[config.mk]
export PLATFORM = sky130hd
export DESIGN_NAME = ball_logic
export DESIGN_NICKNAME = d
export VERILOG_FILES = /design/src/rtl/ball_logic.sv
export SDC_FILE = /design/constraint.sdc
export NUM_CORES = 1
export LEC_CHECK = 0
export ABC_CLOCK_PERIOD_IN_PS = 8800
export CORE_AREA = 10 10 131 133
export CTS_CLUSTER_DIAMETER = 30
export DETAILED_ROUTE_END_ITERATION = 10
export DIE_AREA = 0 0 141 143
export GPL_ROUTABILITY_DRIVEN = 1
export HOLD_SLACK_MARGIN = 0.03
export PLACE_DENSITY = 0.46
export SLEW_MARGIN = 30
export SYNTH_ARGS = -nofsm -noshare
export SYNTH_HDL_FRONTEND = slang
export SYNTH_SLANG_ARGS = --single-unit
[constraint.sdc]
create_clock -name clk -period 8.8 [get_ports clk]
set_input_delay 1.76 -clock clk [delete_from_list [all_inputs] [get_ports clk]]
set_output_delay 1.76 -clock clk [all_outputs]
set_load 0.005 [all_outputs]
[src/rtl/ball_logic.sv]
// Pong ball engine: serve delay, per-frame motion, wall bounces and paddle hit/miss detection.
// Define BALL_SPEEDUP_EN to make each paddle hit add 1 to the step, saturating at 6.
module ball_logic #(
   parameter int SCREEN_W    = 640,
   parameter int SCREEN_H    = 480,
   parameter int BALL_SIZE   = 8,
   parameter int PADDLE_H    = 64,
   parameter int PADDLE_LX   = 16,
   parameter int PADDLE_RX   = 616,
   parameter int STEP        = 2,
   parameter int SERVE_DELAY = 60
) (
   input  logic       clk,
   input  logic       reset,
   input  logic       frame_tick,
   input  logic       serve,
   input  logic       game_over,
   input  logic [9:0] paddle_left_y,
   input  logic [9:0] paddle_right_y,
   output logic [9:0] ball_x,
   output logic [9:0] ball_y,
   output logic       hit_left,
   output logic       hit_right,
   output logic       miss_left,
   output logic       miss_right,
   output logic       ball_active
);

   typedef enum logic [1:0] {IDLE, DELAY, PLAY} state_t;

   localparam int CW = $clog2(SERVE_DELAY + 1);

   localparam logic [9:0]  CENTRE_X   = 10'((SCREEN_W - BALL_SIZE) / 2);
   localparam logic [9:0]  CENTRE_Y   = 10'((SCREEN_H - BALL_SIZE) / 2);
   localparam logic [9:0]  Y_MAX      = 10'(SCREEN_H - BALL_SIZE);
   localparam logic [9:0]  LEFT_STOP  = 10'(PADDLE_LX);
   localparam logic [9:0]  RIGHT_STOP = 10'(PADDLE_RX - BALL_SIZE);
   localparam logic [9:0]  STEP_INIT  = 10'(STEP);
   localparam logic [10:0] YMAX_W     = 11'(SCREEN_H - BALL_SIZE);
   localparam logic [10:0] LX_W       = 11'(PADDLE_LX);
   localparam logic [10:0] RX_W       = 11'(PADDLE_RX);
   localparam logic [10:0] BSZ_W      = 11'(BALL_SIZE);
   localparam logic [10:0] PH_W       = 11'(PADDLE_H);

   state_t          state;
   logic            dir_right;
   logic            dir_down;
   logic            tick_d;
   logic [CW-1:0]   delay_cnt;
   logic [9:0]      pl_y;
   logic [9:0]      pr_y;
   logic [9:0]      speed;

`ifdef BALL_SPEEDUP_EN
   localparam logic [9:0] STEP_MAX = 10'd6;
`else
   assign speed = STEP_INIT;
`endif

   logic [10:0] x_w, y_w, s_w, pl_w, pr_w;
   logic [9:0]  nx, ny;
   logic        ndr, ndd, hl, hr, ml, mr, ov_l, ov_r;

   // Next position/direction from the pre-move ball and the paddles latched on the tick.
   always_comb begin
      x_w  = {1'b0, ball_x};
      y_w  = {1'b0, ball_y};
      s_w  = {1'b0, speed};
      pl_w = {1'b0, pl_y};
      pr_w = {1'b0, pr_y};
      nx   = ball_x;
      ny   = ball_y;
      ndr  = dir_right;
      ndd  = dir_down;
      hl   = 1'b0;
      hr   = 1'b0;
      ml   = 1'b0;
      mr   = 1'b0;
      ov_l = (y_w + BSZ_W > pl_w) && (y_w < pl_w + PH_W);
      ov_r = (y_w + BSZ_W > pr_w) && (y_w < pr_w + PH_W);

      if (dir_down) begin
         if (y_w + s_w >= YMAX_W) begin
            ny  = Y_MAX;
            ndd = 1'b0;
         end else begin
            ny = ball_y + speed;
         end
      end else if (ball_y <= speed) begin
         ny  = '0;
         ndd = 1'b1;
      end else begin
         ny = ball_y - speed;
      end

      if (!dir_right) begin
         if (x_w <= LX_W + s_w) begin
            if (ov_l) begin
               hl  = 1'b1;
               nx  = LEFT_STOP;
               ndr = 1'b1;
            end else begin
               ml = 1'b1;
            end
         end else begin
            nx = ball_x - speed;
         end
      end else begin
         if (x_w + BSZ_W + s_w >= RX_W) begin
            if (ov_r) begin
               hr  = 1'b1;
               nx  = RIGHT_STOP;
               ndr = 1'b0;
            end else begin
               mr = 1'b1;
            end
         end else begin
            nx = ball_x + speed;
         end
      end
   end

   always_ff @(posedge clk) begin
      if (reset) begin
         state       <= IDLE;
         ball_x      <= CENTRE_X;
         ball_y      <= CENTRE_Y;
         dir_right   <= 1'b1;
         dir_down    <= 1'b1;
         delay_cnt   <= '0;
         tick_d      <= 1'b0;
         pl_y        <= '0;
         pr_y        <= '0;
         hit_left    <= 1'b0;
         hit_right   <= 1'b0;
         miss_left   <= 1'b0;
         miss_right  <= 1'b0;
         ball_active <= 1'b0;
`ifdef BALL_SPEEDUP_EN
         speed       <= STEP_INIT;
`endif
      end else begin
         hit_left   <= 1'b0;
         hit_right  <= 1'b0;
         miss_left  <= 1'b0;
         miss_right <= 1'b0;
         tick_d     <= 1'b0;
         if (game_over) begin
            state       <= IDLE;
            ball_x      <= CENTRE_X;
            ball_y      <= CENTRE_Y;
            ball_active <= 1'b0;
         end else begin
            case (state)
               IDLE: begin
                  if (serve) begin
                     state     <= DELAY;
                     delay_cnt <= '0;
`ifdef BALL_SPEEDUP_EN
                     speed     <= STEP_INIT;
`endif
                  end
               end
               DELAY: begin
                  if (frame_tick) begin
                     delay_cnt <= delay_cnt + 1'b1;
                     if (delay_cnt == CW'(SERVE_DELAY - 1)) begin
                        state       <= PLAY;
                        ball_active <= 1'b1;
                     end
                  end
               end
               PLAY: begin
                  if (frame_tick) begin
                     tick_d <= 1'b1;
                     pl_y   <= paddle_left_y;
                     pr_y   <= paddle_right_y;
                  end
                  if (tick_d) begin
                     hit_left   <= hl;
                     hit_right  <= hr;
                     miss_left  <= ml;
                     miss_right <= mr;
                     if (ml || mr) begin
                        state       <= IDLE;
                        ball_active <= 1'b0;
                        ball_x      <= CENTRE_X;
                        ball_y      <= CENTRE_Y;
                        dir_right   <= mr;
                        dir_down    <= 1'b1;
                     end else begin
                        ball_x    <= nx;
                        ball_y    <= ny;
                        dir_right <= ndr;
                        dir_down  <= ndd;
`ifdef BALL_SPEEDUP_EN
                        if ((hl || hr) && speed < STEP_MAX)
                           speed <= speed + 1'b1;
`endif
                     end
                  end
               end
               default: begin
                  state       <= IDLE;
                  ball_active <= 1'b0;
               end
            endcase
         end
      end
   end

endmodule

* Word-level counts from Yosys, hierarchy flattened
Cells that the tools add are included.
Storage, ports and cells: bits in registers 56, output and inout bits 25
Operators by class: add/sub/neg operators 11, $lt $le $gt $ge 8, equality and inequality tests 10, muxes and demuxes 41, bitwise gates (word level) 6, reductions and logical operators 17
Operators by type and width (number):
- two-way mux 10 bit | 10
- adder 10 x 4 -> 11 bit, second input constant | 2
- adder 10 x 7 -> 11 bit, second input constant | 2
- > comparator 11 x 10 -> 1 bit | 2
- less-than comparator 10 x 11 -> 1 bit | 2
- two-way mux 1 bit | 21
- adder 10 x 2 -> 10 bit, second input constant | 2
- subtractor 10 x 2 -> 10 bit, second input constant | 2
- two-way mux 6 bit | 2
- case mux 6 bit (2 select lines) | 1
- adder 10 x 2 -> 11 bit, second input constant | 1
- adder 11 x 2 -> 11 bit, second input constant | 1
- greater-or-equal comparator 11 x 10 -> 1 bit, second input constant | 1
- greater-or-equal comparator 11 x 9 -> 1 bit, second input constant | 1
- <= comparator 10 x 2 -> 1 bit, second input constant | 1
- <= comparator 10 x 5 -> 1 bit, second input constant | 1
- two-way mux 2 bit | 5
- != test 2 bit, second input constant | 5
- AND reduction 5 bit | 2
- != test 4 x 3 -> 1 bit, second input constant | 2
- AND reduction 4 bit | 2
- adder 6 x 1 -> 6 bit, second input constant | 1
- equality test 6 bit, second input constant | 1
- NOT 1 bit | 6
- other kinds (15) | 17

* Depth between registers and ports, before layout
Gate-level depths: netlist (run 1).
depth after elaboration 10, mapped depth 14

* Worst setup path after synthesis (run 1)
OpenSTA, ideal clock, no wires.
path kind input to register, from input port reset, to register ball_y[9], data arrival time 3167 ps, required time 8738 ps, path slack 5571 ps, stages 7, path buffers 1, cell sequence clkbuf_1 > or2_2 > nor2_1 > o31ai_1 > a21o_1 > or4_1 > nand3_1
Between the ends: cells in the longest elaborated chain, start to end 1
RTL lines:
- from (decl) | line 14 | input logic reset,
- OR reduction 2 bit (no line)
- to (signal assigned) | line 193 | ball_y <= ny;
- to (decl) | line 21 | output logic [9:0] ball_y,
Every way passes these cells. A chain may end at the register's enable or synchronous reset.

* Worst setup path in the final report (run 1)
from input port reset, to register ball_x[3]
Between the ends: cells in the longest elaborated chain, start to end 1
RTL lines:
- OR reduction 2 bit (no line)
- to (signal assigned) | line 192 | ball_x <= nx;
- to (decl) | line 20 | output logic [9:0] ball_x,
Every way passes these cells.

==> results of run 1 <==
==> logic make-up after synthesis <==
family	after synthesis	synth area share, %
muxes	4	1.025
buffers and inverters	66	6.863
other	1	0.09308
adders and majority gates	42	13.04
AOI/OAI and AO/OA	144	23.91
DFF	54	26.83
and+or+nand+nor	192	23.23
xor gates and xnor gates	23	5.000
==> layout make-up <==
cell class              count  area (um2)
flip-flops and latches     54        1081
clock inverters             2       38.79
well taps                 184       230.2
repair buffers             48       478.0
multi-input cells         407        2679
inverters                  37       138.9
clock buffers               6       138.9
fillers                  1586        9639
==> tightest hold or removal path: cells and delay by family, from the launching register on <==
family / cells / cell delay, ns
AOI/OAI and AO/OA: 1 / 0.05
DFF: 1 / 0.31
and+or+nand+nor: 1 / 0.05
==> metal layers <==
metal / GRT usage, % / share of wire (%)
met1: 14.20 / 46
met2: 19.31 / 48
met3: 2.355 / 5.6
met4: 3.043 / 1.0
met5: 0 / 0
==> state kept, by name, summed over array words and instances, names as in the netlist <==
| signal | count |
|---|---|
| ball_active | 1 |
| ball_x | 9 |
| ball_y | 9 |
| delay_cnt | 6 |
| dir_down | 1 |
| dir_right | 1 |
| hit_left | 1 |
| hit_right | 1 |
| miss_left | 1 |
| miss_right | 1 |
| pl_y | 10 |
| pr_y | 10 |
| state | 2 |
| tick_d | 1 |
==> worst max-delay path by stage <==
stage                           end  slack [ns]  depth (start not counted)
after floorplan           ball_y[9]        5.57                          7
after global placement    ball_x[3]        3.92                          7
after detailed placement  ball_x[3]        4.27                          7
after CTS                 ball_x[3]        4.59                          7
after global routing      ball_x[3]        4.36                          7
final                     ball_x[3]        4.61                          7
==> power by group through the flow <==
stage	registers, mW	logic (mW)	clock network, mW
2_1_floorplan	0.252	0.0130	0
3_3_place_gp	0.253	0.0257	0
3_5_place_dp	0.253	0.0256	0
4_1_cts	0.247	0.0258	0.250
5_1_grt	0.248	0.0284	0.260
6_report	0.247	0.0257	0.245
==> placed cells by master, fill, tap and decap left out, types with 4 or more instances in the layout <==
cell type	netlist	final
a211oi_1	10	10
a21o_1	8	8
a21oi_1	44	43
a22oi_1	4	4
a31oi_1	6	6
and3_1	9	9
clkbuf_16	0	5
clkdlybuf4s50_1	0	47
dfxtp_1	54	54
ha_1	42	42
inv_1	37	37
nand2_1	77	77
nand2b_1	5	5
nand3_1	16	16
nand3b_1	5	5
nand4_1	10	10
nor2_1	33	33
nor2b_1	4	4
nor3_1	11	11
nor4_1	6	6
o21ai_0	23	23
o22ai_1	4	4
o31ai_1	4	4
o32ai_1	4	4
or2_2	4	4
xnor2_1	14	14
xor2_1	9	9
==> impl_metrics.json, run 1 <==
{
  "async_flop_share_pct": 0,
  "grt_start_max_net_pins": 27,
  "fin_ws_ns": 4.609,
  "switching_share_pct": 22.27,
  "hp-class": "flop to flop",
  "final_area_um2": 4785,
  "ys_seq_area_share_pct": 26.83,
  "ys_seq_elements": 54,
  "routed_via_density": 5.248,
  "status": "finished, final reports clean",
  "worstSetupEndpointType": "flop",
  "reg2reg_from": "ball_y[6]",
  "drc": 0,
  "dieArea_um2": 20160,
  "cpMaxStageDelayCell": "clkdlybuf4s50_1",
  "cts-resized-gates": 0,
  "ios": 50,
  "rsz0062_at_grt": "no",
  "cp_num_buf_inv": 1,
  "grt-ovfl-total": 0,
  "hp-start": "pl_y[0]",
  "via_count": 3873,
  "die_h_um": 143,
  "whs_path_depth": 2,
  "core.rowCount": 44,
  "cts_tree": "yes",
  "leakage_nw": 1.763,
  "grt_pass1_vias": 3851,
  "relSlewSlack_pct": 37.49,
  "ys_top_cells_by_area": "dfxtp_1 (27%), ha_1 (13%), nand2_1 (7.2%)",
  "syn_to_final_growth_pct": 18.76,
  "maxCapViolCount": 0,
  "power_frac_comb_pct": 5.0,
  "path_clk_slew_ns": 0.08,
  "totalWireLength_um": 11580,
  "start_kind": "primary input",
  "place_inst": 730,
  "yosys.area.top_type": "dfxtp_1",
  "cts_made_buffers": 5,
  "p_clk_share_pct": 47.3,
  "drt_iter0_drc": 260,
  "synth_most_common_cell": "nand2_1",
  "synth_area_per_cell_um2": 7.659,
  "antenna_left": 0,
  "clock.fmax_mhz": 238.6,
  "stdcell_count": 738,
  "switching_power_uw": 115.4,
  "clock-root-buffer": "clkbuf_16",
  "rrSetupSlack_ns": 4.90,
  "reg2reg_depth": 12,
  "layout.nets": 620,
  "grt_pass1_wl_um": 19260,
  "drt_first_pass_iters": 5,
  "tightestPinTransition_ns": 0.9356,
  "total_power_uw": 518.0,
  "clkLatencyLatePin_ns": 0.30,
  "critPathMaxFanout": 26,
  "cp_slowest_stage_delay_ns": 0.87,
  "p_int_uw": 402.6,
  "cts.htree.levels": 2,
  "cts_hold_buf": 0,
  "post_cts_buffers": 0,
  "cp_top_family": "compound AO/OA/AOI/OAI gates",
  "slew_violations": 0,
  "path_class": "primary input to flop",
  "whs_endpoint": "pl_y[0]",
  "synth.cell_area_um2": 4029,
  "fin_crit_sh_pct": 47.63,
  "hold_viol": 0,
  "cp_cell_sequence": "clkdlybuf4s50_1, or2_2, nor2_1, o31ai_1, a21oi_2, o221ai_1, a21boi_0",
  "synth_cell_types": 65,
  "finClkSkew_ns": 0.006639,
  "tns_ns": 0,
  "finalSetupViolations": 0,
  "routabilityCongestion": 0.8514,
  "place_area_um2": 4607,
  "rr_endpoint": "ball_x[3]",
  "worstPathRequired_ns": 8.96,
  "n_antenna_cell": 0,
  "ys_warn_count": 0,
  "period_needed_ns": 4.191,
  "synth_top_area_share_pct": 26.83,
  "critPathLaunch": "reset",
  "wl_per_cell_um": 15.69,
  "worst_ep_arrival_time_ns": 4.35,
  "coreArea_um2": 14420,
  "detailedPlace.worstSlack_ns": 4.265,
  "fin_util_pct": 33.17,
  "synth_edf_count": 0,
  "power_frac_seq_pct": 47.7,
  "gr-usage-all-layers_pct": 11.36,
  "ir_drop_v": 0.00007832,
  "cts_buffer_depth": 2,
  "initial_core_util_pct": 27.93,
  "power_density_nw_per_um2": 108.3,
  "clock_sinks": 54,
  "holdWs_ns": 0.4504,
  "synth_commonest_cells": "nand2_1 (77), dfxtp_1 (54), a21oi_1 (44), ha_1 (42), inv_1 (37)",
  "antenna_found_initial": 0,
  "hpwl_um": 8573,
  "drive_gt1_share_pct": 3.249,
  "portBuffers": 47,
  "die_width_um": 141,
  "synth_ff_type": "dfxtp_1",
  "syn_inst": 526
}
Power figures use the tool's default switching activity.
==> run 2, diff against run 1 <==
Settings changed: ABC_CLOCK_PERIOD_IN_PS 8800 to 3470, PLACE_DENSITY 0.46 to 0.47.
Clock period 8.8 ns to 3.47 ns, I/O delays scaled along.
==> run 2 against run 1 <==
  * First-iteration DRC count is 30% higher
  * Register-to-register slack worse by 4.7 ns
  * Clock power increased by 120%
  * Largest cell class unchanged
==> impl_metrics.json, run 2 (synthesis results as in run 1) <==
{
  "ir_drop_v": 0.0002274,
  "syn_to_final_growth_pct": 22.52,
  "gr-usage-all-layers_pct": 12.10,
  "cts.htree.levels": 2,
  "wl_per_cell_um": 16.16,
  "layout.nets": 642,
  "cts_made_buffers": 5,
  "slew_violations": 0,
  "final_area_um2": 4936,
  "drc": 0,
  "hpwl_um": 9544,
  "totalWireLength_um": 12290,
  "finalSetupViolations": 0,
  "portBuffers": 47,
  "routabilityCongestion": 0.8719,
  "routed_via_density": 5.205,
  "clock_sinks": 54,
  "whs_path_depth": 2,
  "critPathLaunch": "ball_y[3]",
  "tightestPinTransition_ns": 0.7992,
  "grt_pass1_wl_um": 20150,
  "coreArea_um2": 14420,
  "reg.largest.list": "pl_y (10), pr_y (10)",
  "grt_start_max_net_pins": 26,
  "rsz0062_at_grt": "no",
  "cts_buffer_depth": 2,
  "hold_viol": 0,
  "die_width_um": 141,
  "reg2reg_depth": 12,
  "antenna_found_initial": 0,
  "detailedPlace.worstSlack_ns": 0.07682,
  "n_antenna_cell": 0,
  "leakage_nw": 1.858,
  "fin_util_pct": 34.22,
  "worstSetupEndpointType": "flop",
  "final_cell_mix": "nand2_1 (77), dfxtp_1 (52), clkdlybuf4s50_1 (47), a21oi_1 (43), ha_1 (41)",
  "place_area_um2": 4753,
  "start_kind": "flop",
  "drive_gt1_share_pct": 7.639,
  "drt_first_pass_iters": 5,
  "fin_crit_sh_pct": 93.34,
  "fin_ws_ns": 0.2312,
  "reg2reg_from": "ball_y[3]",
  "grt_pass1_vias": 3918,
  "cts_tree": "yes",
  "tns_ns": 0,
  "endpoint": "ball_y[9]",
  "die_h_um": 143,
  "rr_endpoint": "ball_y[9]",
  "maxCapViolCount": 0,
  "path_clk_slew_ns": 0.08,
  "grt-ovfl-total": 0,
  "path_class": "flop to flop",
  "final_common_cell": "nand2_1",
  "worstPathRequired_ns": 3.72,
  "finClkSkew_ns": 0.006899,
  "clock-root-buffer": "clkbuf_16",
  "clkLatencyLatePin_ns": 0.31,
  "via_count": 3956,
  "rrSetupSlack_ns": 0.23,
  "hp-class": "flop to flop",
  "core.rowCount": 44,
  "worst_ep_arrival_time_ns": 3.49,
  "initial_core_util_pct": 27.93,
  "antenna_left": 0,
  "drt_iter0_drc": 338,
  "holdWs_ns": 0.4566,
  "period_needed_ns": 3.239,
  "relSlewSlack_pct": 46.56,
  "power_density_nw_per_um2": 250.2,
  "ios": 50,
  "critPathMaxFanout": 8,
  "clock.fmax_mhz": 308.8,
  "status": "finished, final reports clean",
  "cts_hold_buf": 0,
  "dieArea_um2": 20160
}
run 2: changes by cell type in the layout (fill, tap and decap cells not counted), sizes merged:
cell    previous run  this run
clkinv             0         2
clkbuf             6         5
bufinv             1         0
buf                1        23
run 2: timing repair:
| action | 4_1_cts | 5_1_grt |
|---|---|---|
| resized for setup | 0 | 5 |
| setup buffers | 0 | 2 |
| setup endpoints to repair | 0 | 13 |
run 2: per-layer routing:
metal  global-route usage (%)  wire length [um]  vias up
met5                        0                 0        -
met2                    20.05              5833       92
met3                    2.554               592        9
li1                         -                 -     1972
met4                    3.478               134        0
met1                    15.42              5724     1883
run 2: worst min path at each step:
stage	to	start	slack, ns
floorplan	pl_y[0]	pl_y[0]	0.43
global placement	pl_y[0]	pl_y[0]	0.45
detailed placement	pl_y[2]	pl_y[2]	0.45
CTS	pl_y[2]	pl_y[2]	0.46
global route	pl_y[4]	pl_y[4]	0.49
finish	pr_y[2]	pr_y[2]	0.46
run 2: layout make-up:
| class | instances | area (um2) |
|---|---|---|
| Multi-Input combinational cell | 407 | 2686 |
| Tap cell | 184 | 230.2 |
| Sequential cell | 54 | 1084 |
| Inverter | 37 | 138.9 |
| Clock buffer | 5 | 125.1 |
| Clock inverter | 3 | 28.78 |
| Timing Repair Buffer | 70 | 643.1 |
| Fill cell | 1566 | 9488 |
run 2: power breakdown:
group          total [mW]  internal [mW]  leakage [nW]  switching, mW
registers           0.627          0.622         0.436        0.00527
clock network       0.540          0.276        0.0759          0.264
logic              0.0682         0.0376          1.35         0.0306
total                1.24          0.936          1.86          0.300
run 2: stage by stage:
stage | power, mW | instances
floorplan | 0.6715 | 527
global placement | 0.7099 | 750
detailed placement | 0.7104 | 750
CTS | 1.261 | 758
global route | 1.290 | 760
finish | 1.235 | 760
run 2: worst max-delay path, cell delays in order, from the launching register on:
cell	delay (ns)
dfxtp_2	0.41
ha_2	0.28
and3_1	0.23
xor2_1	0.28
ha_1	0.21
nand3_1	0.08
a31oi_1	0.19
o31ai_1	0.15
a221oi_4	0.40
o31ai_1	0.17
a21o_1	0.20
or4_1	0.49
nand3_1	0.09
